===== config.mk =====
export PLATFORM = sky130hd
export DESIGN_NAME = tick_debouncer
export DESIGN_NICKNAME = d
export VERILOG_FILES = /design/src/rtl/tick_debouncer_pkg.sv /design/src/rtl/sync_2ff.sv /design/src/rtl/tick_debouncer.sv
export SDC_FILE = /design/constraint.sdc
export NUM_CORES = 1
export LEC_CHECK = 0
export BUFFER_PORTS_ARGS = -buffer_cell sky130_fd_sc_hd__buf_2
export CAP_MARGIN = 0
export CORE_AREA = 8 8 49 51
export DETAILED_ROUTE_END_ITERATION = 12
export DIE_AREA = 0 0 57 59
export PLACE_DENSITY_LB_ADDON = 0.15
export SETUP_SLACK_MARGIN = 0.15
export SLEW_MARGIN = 20
export SYNTH_ARGS = -nofsm -noshare
export SYNTH_HDL_FRONTEND = slang
export SYNTH_SLANG_ARGS = --single-unit

===== constraint.sdc =====
create_clock -name clk -period 2.9 [get_ports clk]
set_clock_uncertainty 0.2 [all_clocks]
set_input_delay 0.29 -clock clk [delete_from_list [all_inputs] [get_ports clk]]
set_output_delay 0.29 -clock clk [all_outputs]
set_load 0.05 [all_outputs]

===== src/rtl/tick_debouncer_pkg.sv =====
// Shared types and limits for the tick-based debouncer.
package tick_debouncer_pkg;

  typedef enum logic [1:0] {
    ST_LO  = 2'd0,
    CHK_HI = 2'd1,
    ST_HI  = 2'd2,
    CHK_LO = 2'd3
  } state_t;

  localparam int STABLE_TICKS_MAX = 255;

endpackage


===== src/rtl/sync_2ff.sv =====
// Generic two-flop synchronizer with asynchronous active-low reset to a chosen value.
module sync_2ff #(
  parameter int               WIDTH       = 1,
  parameter logic [WIDTH-1:0] RESET_VALUE = '0
) (
  input  logic             clk,
  input  logic             reset,
  input  logic [WIDTH-1:0] d,
  output logic [WIDTH-1:0] q
);

  logic [WIDTH-1:0] meta;

  always_ff @(posedge clk or negedge reset) begin
    if (!reset) begin
      meta <= RESET_VALUE;
      q    <= RESET_VALUE;
    end else begin
      meta <= d;
      q    <= meta;
    end
  end

endmodule


===== src/rtl/tick_debouncer.sv =====
// Debounces a single-bit level, measuring stability in ticks; emits rise/fall strobes.
// Define TICK_DEBOUNCER_SYNC_EN to put a 2-flop synchronizer in front of btn_in.
module tick_debouncer
  import tick_debouncer_pkg::*;
#(
  parameter int   STABLE_TICKS = 4,
  parameter logic INIT_LEVEL   = 1'b0,
  localparam int  CNT_WIDTH    = $clog2(STABLE_TICKS + 1)
) (
  input  logic clk,
  input  logic reset,
  input  logic tick,
  input  logic btn_in,
  output logic level,
  output logic rise,
  output logic fall
);

  localparam logic [CNT_WIDTH-1:0] CNT_LAST   = CNT_WIDTH'(STABLE_TICKS - 1);
  localparam state_t               STATE_INIT = INIT_LEVEL ? ST_HI : ST_LO;

  logic                 btnS;
  state_t               state, stateNext;
  logic [CNT_WIDTH-1:0] cnt, cntNext;
  logic                 levelNext, riseNext, fallNext;

`ifdef TICK_DEBOUNCER_SYNC_EN
  sync_2ff #(
    .WIDTH      (1),
    .RESET_VALUE(INIT_LEVEL)
  ) u_sync (
    .clk  (clk),
    .reset(reset),
    .d    (btn_in),
    .q    (btnS)
  );
`else
  assign btnS = btn_in;
`endif

  always_ff @(posedge clk or negedge reset) begin
    if (!reset) begin
      state <= STATE_INIT;
      cnt   <= '0;
      level <= INIT_LEVEL;
      rise  <= 1'b0;
      fall  <= 1'b0;
    end else begin
      state <= stateNext;
      cnt   <= cntNext;
      level <= levelNext;
      rise  <= riseNext;
      fall  <= fallNext;
    end
  end

  // A tick on the edge that enters a check is deliberately not counted.
  always_comb begin
    stateNext = state;
    cntNext   = cnt;
    levelNext = level;
    riseNext  = 1'b0;
    fallNext  = 1'b0;
    case (state)
      ST_LO: begin
        if (btnS) begin
          stateNext = CHK_HI;
          cntNext   = '0;
        end
      end
      ST_HI: begin
        if (!btnS) begin
          stateNext = CHK_LO;
          cntNext   = '0;
        end
      end
      CHK_HI: begin
        if (!btnS) begin
          stateNext = ST_LO;
          cntNext   = '0;
        end else if (tick) begin
          if (cnt == CNT_LAST) begin
            stateNext = ST_HI;
            cntNext   = '0;
            levelNext = 1'b1;
            riseNext  = 1'b1;
          end else begin
            cntNext = cnt + CNT_WIDTH'(1);
          end
        end
      end
      CHK_LO: begin
        if (btnS) begin
          stateNext = ST_HI;
          cntNext   = '0;
        end else if (tick) begin
          if (cnt == CNT_LAST) begin
            stateNext = ST_LO;
            cntNext   = '0;
            levelNext = 1'b0;
            fallNext  = 1'b1;
          end else begin
            cntNext = cnt + CNT_WIDTH'(1);
          end
        end
      end
      default: begin
        stateNext = STATE_INIT;
        cntNext   = '0;
      end
    endcase
  end

endmodule

### Word-level counts from Yosys, hierarchy flattened

Cells that the tools add are included.

| cells by class | value |
|---|---|
| divide/modulo/power cells | 0 |
| bitwise logic cells | 0 |
| shift operators | 0 |
| multiply operators | 0 |
| multiplexer cells | 29 |
| reductions and logical operators | 5 |
| add/subtract/negate cells | 1 |
| order comparisons | 0 |
| eq/ne operators | 16 |

Operator list:

| cell | count |
|---|---|
| 2-to-1 mux 3 bit | 6 |
| 2-to-1 mux 2 bit | 8 |
| inequality test 2 bit (second input constant) | 8 |
| 2-to-1 mux 1 bit | 12 |
| inequality test 3 bit (second input constant) | 4 |
| one-hot mux 3 bit (4 select lines) | 1 |
| one-hot mux 2 bit (4 select lines) | 1 |
| AND reduction 7 bit | 1 |
| AND reduction 6 bit | 1 |
| == test 2 bit (second input constant) | 2 |
| adder 3 x 1 -> 3 bit (second input constant) | 1 |
| == test 3 x 2 -> 1 bit (second input constant) | 1 |
| == test 2 x 1 -> 1 bit (second input constant) | 1 |
| zero test 2 bit | 1 |
| one-hot mux 1 bit (2 select lines) | 1 |
| AND reduction 2 bit | 1 |
| nonzero test 2 bit | 1 |

| word-level totals | value |
|---|---|
| memory bits (read-only) | 0 |
| bits of input ports | 4 |
| memories kept | 0 |
| word-level logic and storage cells | 56 |
| output and inout port bits | 3 |
| bits in registers | 8 |
| latch bits | 0 |
| RAM bits | 0 |

### Logic depth before layout (Yosys ltp)

Gate-level depths: netlist of run 1.

| logic depth | value |
|---|---|
| depth after elaboration | 5 |
| gate-level depth with buffers | 4 |
| depth with buffers taken out | 4 |

### Worst setup path after synthesis of run 1

Ideal clock, no wire load.

| timing path | value |
|---|---|
| path type | register to register |
| start point | reg cnt[0] |
| end point | reg level |
| library setup time | 0.128 ns |
| cell stages (with the launch flop) | 5 |
| data required time | 2.572 ns |
| path slack | 1.392 ns |
| clock period less this slack | 1.508 ns |
| arrival | 1.181 ns |
| buffers on the path | 0 |
| cell sequence | dfrtp_1 > ha_1 > and4b_1 > and3_2 > nand3b_1 |

| between the ends | value |
|---|---|
| longest elaborated chain between the ends | 3 |
| elaborated cells between the ends (all ways) | 4 |
| those cells by class | eq/ne (3); reduce/logical (1) |

RTL lines:

| element | line | source |
|---|---|---|
| from (decl) | tick_debouncer.sv:24 | `logic [CNT_WIDTH-1:0] cnt, cntNext;` |
| from (signal assigned) | tick_debouncer.sv:50 | `cnt <= cntNext;` |
| == test 3 x 2 -> 1 bit (*) | tick_debouncer.sv:82, tick_debouncer.sv:97 |  |
| inequality test 2 bit (no line) | -- |  |
| AND reduction 7 bit (no line) (*) | -- |  |
| to (signal assigned) | tick_debouncer.sv:51 | `level <= levelNext;` |
| to (decl) | tick_debouncer.sv:14 | `output logic level,` |

Mark *: on every way between the ends. The rest lies on a longest branch, timed or not.
A chain may end at the register's enable or synchronous reset.

### Final worst setup path of run 1

Same ends and word-level chain as after synthesis.

==> qor.yml, run 1 <==
run_status:
  outcome: "complete, no violations"
sta:
  setup_violations: 0
  timing.final.crit_period_ps: 1590
  hold_viol_final: 0
  finalCritPeriodShare: 0.548
  worstMarginPinSlew_ps: 256
  final.setup.tns_ps: 0
  hold_ws_ps: 121
  maxSlewHeadroom: 0.831
  maxSlewViolCount: 0
  rsz0062_at_grt: "false"
  fin_ws_ps: 1310
  fmax_mhz: 629
synth:
  synth_seq_cells: 8
  synth_fp_nets: 41
  synth_warnings: 0
  synthesis.area_sq_um: 383
  synth_area_per_cell_sq_um: 10.6
  synthFlopType: "dfrtp_1"
  synth_top_cells_by_area: "dfrtp_1 (52%), nand2_1 (4.9%), xor2_2 (4.2%)"
  synth_top_area_share: 0.523
  synth-edff-count: 0
  yosysSeqAreaShare: 0.523
  synthCells: 36
  ys_async_sr_fraction: 1.00
  synth_area_leader_cell: "dfrtp_1"
  ys_types: 20
worst_setup_path:
  crit_arrival_ps: 1510
  end_kind: "register"
  cp-start-kind: "register"
  crit_fanout: 4
  critical_path_required_ps: 2820
  path_class: "register to register"
flow_run:
  max_cap_viol_count: 0
power_and_ir_drop:
  p_leak_nw: 0.225
  fin_total_pwr_uw: 264
  power_density_nw_per_um2: 567
  ir_drop_v: 0.000236
drt:
  drt-initial-drc-count: 13
  totalWireLength_um: 749
  drc: 0
  ant_nets: 0
  vias_per_cell: 4.68
  first_pass_iters: 2
  wl_per_cell_um: 11.9
  vias: 295
clocking:
  cts_buffer_depth: 2
  h-tree-depth: 1
  numCtsBuffers: 3
  clock_sinks: 8
  worstSkewPairLatency_ps: 240
  cts_tree: "yes"
  postCtsSetupBuffers: 0
  cts-root-buf: "clkbuf_4"
  clkTransAtPathRegs_ps: 50
finish:
  num_antenna_cells: 0
  nets: 53
  post-route-util: 0.283
  synthToLayoutAreaGrowth_pct: 21.9
  finalInstanceArea_sq_um: 467
  layout-drive-gt1-share: 0.239
  fin_cells: 63
  final_common_cell: "dfrtp_1"
  final_cell_mix: "dfrtp_1 (8), buf_2 (6), nand2_1 (5)"
  fillers: 194
placed_design:
  io_buffers: 6
  place.gp.congestion: 0.761
  place_area_sq_um: 434
  dpl_worst_slack_ps: 1310
  dp_cells: 59
min_path:
  hold_path_class: "input port to register"
die:
  die_h_um: 59
  initial_utilization: 0.232
  core_sq_um: 1650
  io_pins: 7
  die_area_sq_um: 3360
  dieWidth_um: 57
  rows: 15
grt:
  grtUsageTotal: 0.0529
  grt_pass1_vias: 334
  grt_first_pass_wirelength_um: 1350
  grt_max_degree: 9
  overflow: 0
  antenna_found_initial: 0
[timing repair]
item | 4_1_cts | 5_1_grt
hold buffers | 1 | 0
hold endpoints to repair | 8 | 0
resized for setup | 0 | 0
[worst max-delay path, cell delays in order (launching register included)]
cell and delay [ps]:
dfrtp_1 400, ha_1 250, and4b_1 250, and3_2 220
nand3b_1 150
[per-layer routing]
| metal | up-vias | part of all wire | GRT usage |
|---|---|---|---|
| met5 | - | 0 | 0 |
| met4 | 0 | 0.0093 | 0.0503 |
| met3 | 2 | 0.041 | 0.0150 |
| met2 | 5 | 0.47 | 0.0822 |
| met1 | 142 | 0.48 | 0.0561 |
| li1 | 146 | - | - |
[final cells by class]
class / count / area (sq um) / share of cell area
Inverter: 1 / 3.75 / 0.00804
Sequential cell: 8 / 200 / 0.429
Clock buffer: 3 / 22.5 / 0.0483
Multi-Input combinational cell: 27 / 179 / 0.383
Timing Repair Buffer: 7 / 40.0 / 0.0858
Tap cell: 17 / 21.3 / 0.0456
[cells by family after synthesis]
logic type | after synthesis | share of synthesized area
simple gates | 17 | 0.252
flops | 8 | 0.523
compound gates | 6 | 0.0915
xor+xnor | 2 | 0.0654
buf+inv | 1 | 0.00979
mux | 1 | 0.0261
fa+ha+maj | 1 | 0.0327
[cells in the mapped netlist, types with 2 or more instances]
cell type and count:
nand2b_1 2, nor2_1 2, nor2b_1 2, nand2_1 5
o21ai_0 2, dfrtp_1 8, o22ai_1 2
[worst paths after layout]
kind	cells past startpoint	endpoint	slack [ps]	startpoint
max in group asynchronous	2	fall	2110	reset
setup reg to reg	4	level	1310	cnt[0]
min in group asynchronous	2	cnt[2]	220	reset
hold reg to reg	2	level	320	level
setup / recovery	4	level	1310	cnt[0]
hold / removal	2	fall	120	btn_in
[report_power, final]
| part | total, mW | switching (mW) | leakage, nW | internal (mW) |
|---|---|---|---|---|
| Combinational | 0.0484 | 0.0258 | 0.112 | 0.0226 |
| Sequential | 0.137 | 0.0136 | 0.0987 | 0.123 |
| Clock | 0.0790 | 0.0320 | 0.0138 | 0.0470 |
No activity file was read; power rests on OpenSTA's default activity.
==> inputs of run 2 (changes only) <==
==> constraint.sdc (replaced) <==
create_clock -name clk -period 1.55 [get_ports clk]
set_clock_uncertainty 0.2 [all_clocks]
set_input_delay 0.155 -clock clk [delete_from_list [all_inputs] [get_ports clk]]
set_output_delay 0.155 -clock clk [all_outputs]
set_load 0.05 [all_outputs]
==> run 2 against run 1 <==
Effect of this change: register-to-register slack lost 1200 ps; sequential power increased by 85%; global-route usage up 0.083 points; worst hold slack lost 99 ps; sequential cell count is the same; sequential share of layout area is 4.5 points lower; highest routed layer unchanged.
==> qor.yml, run 2 (synthesis results as in run 1) <==
clocking:
  h-tree-depth: 1
  clkTransAtPathRegs_ps: 50
  numCtsBuffers: 3
  cts_buffer_depth: 2
  cts-root-buf: "clkbuf_4"
  cts_tree: "yes"
  worstSkewPairLatency_ps: 250
  clock_sinks: 8
placed_design:
  io_buffers: 6
  place.gp.congestion: 0.725
  dp_cells: 59
  place_area_sq_um: 440
drt:
  drt-initial-drc-count: 1
  ant_nets: 0
  totalWireLength_um: 791
  vias_per_cell: 4.67
  vias: 322
  drc: 0
  wl_per_cell_um: 11.5
  first_pass_iters: 4
sta:
  rsz0062_at_grt: "true"
  worstMarginPinSlew_ps: 253
  setup_violations: 0
  fmax_mhz: 712
  hold_ws_ps: 22.1
  maxSlewViolCount: 0
  finalCritPeriodShare: 0.907
  final.setup.tns_ps: 0
  maxSlewHeadroom: 0.832
  timing.final.crit_period_ps: 1410
  hold_viol_final: 0
worst_setup_path:
  critPathBufInv: 0
  critPathMaxStageDelay_ps: 380
  r2r_end: "level"
  ff2ff_path_depth: 4
  critPathSlowestCell: "dfrtp_1"
  path_class: "register to register"
  end_kind: "register"
  worstPathCellList: "ha_2, and4b_2, and3_4, nand3b_1"
  cp-start-kind: "register"
  rrSetupSlack_ps: 140
  crit_arrival_ps: 1340
  r2r-start: "cnt[0]"
  critical_path_required_ps: 1480
  crit_family: "simple AND/OR/NAND/NOR gates"
  crit_fanout: 2
power_and_ir_drop:
  power_density_nw_per_um2: 1030
  ir_drop_v: 0.000419
  p_leak_nw: 0.251
finish:
  fin_cells: 69
  final_cell_mix: "dfrtp_1 (8), buf_2 (6), nand2_1 (5), buf_4 (5), clkbuf_4 (3)"
  num_antenna_cells: 0
  nets: 59
  final_common_cell: "dfrtp_1"
  post-route-util: 0.316
  finalInstanceArea_sq_um: 522
  synthToLayoutAreaGrowth_pct: 36.3
  layout-drive-gt1-share: 0.346
die:
  dieWidth_um: 57
  die_h_um: 59
  die_area_sq_um: 3360
  initial_utilization: 0.232
  core_sq_um: 1650
  io_pins: 7
  rows: 15
run_status:
  outcome: "complete, no violations"
min_path:
  hp-start: "btn_in"
  hold_depth: 3
  hold_path_class: "input port to register"
grt:
  grt_max_degree: 9
  overflow: 0
  antenna_found_initial: 0
  grt_pass1_vias: 323
  grt_first_pass_wirelength_um: 1350
  grtUsageTotal: 0.0537
flow_run:
  max_cap_viol_count: 0
[run 2: cell types whose count changed in the layout (fill, tap and decap cells not counted), sizes merged]
cell	delta
buf	+5
dlygate4sd3	+1
[run 2: timing repair]
| item | in CTS | in global routing |
|---|---|---|
| resized for setup | 0 | 1 |
| endpoints found under the setup margin | 1 | 1 |
| pin swaps | 1 | 0 |
| hold buffers | 2 | 0 |
| setup buffers | 3 | 2 |
| cloned | 0 | 0 |
| hold endpoints to repair | 9 | 0 |
[run 2: worst max-delay path by stage]
stage | start | to | slack, ps | cells after the start
global route | cnt[0] | level | 100 | 4
finish | cnt[0] | level | 140 | 4
detailed placement | cnt[0] | level | 110 | 4
global placement | cnt[1] | level | 130 | 4
CTS | cnt[0] | level | 140 | 4
floorplan | cnt[0] | level | 180 | 4
[run 2: per-stage QoR]
stage | setup WS (ps) | power (mW)
global route | 98.6 | 0.572
CTS | 140 | 0.537
finish | 145 | 0.536
detailed placement | 114 | 0.353
global placement | 126 | 0.352
floorplan | 177 | 0.321
[run 2: area by class of cell]
type	instances	area, sq um
clock buffers	3	22.5
fillers	181	1130
inverters	1	3.75
multi-input cells	27	186
flip-flops and latches	8	200
well taps	17	21.3
repair buffers	13	87.6
[run 2: power by group]
group	switching, mW	internal (mW)	leakage (nW)
registers	0.0235	0.231	0.0987
logic	0.0583	0.0648	0.138
clock network	0.0706	0.0886	0.0138
total	0.152	0.384	0.251
[run 2: worst min-delay path, delay by kind of cell]
family	cells	cell delay (ps)
AND/OR/NAND/NOR	1	60
buffers and inverters	1	160
AO/OA/AOI/OAI	1	70
[run 2: routing by layer]
layer  vias to the layer above  global-route usage  routed length [um]  share of wire
met5                         -                   0                   0              0
met1                       154              0.0535                 362           0.46
met3                         5              0.0129                  19          0.024
li1                        157                   -                   -              -
met2                         6              0.0853                 369           0.47
met4                         0              0.0604                  39          0.049
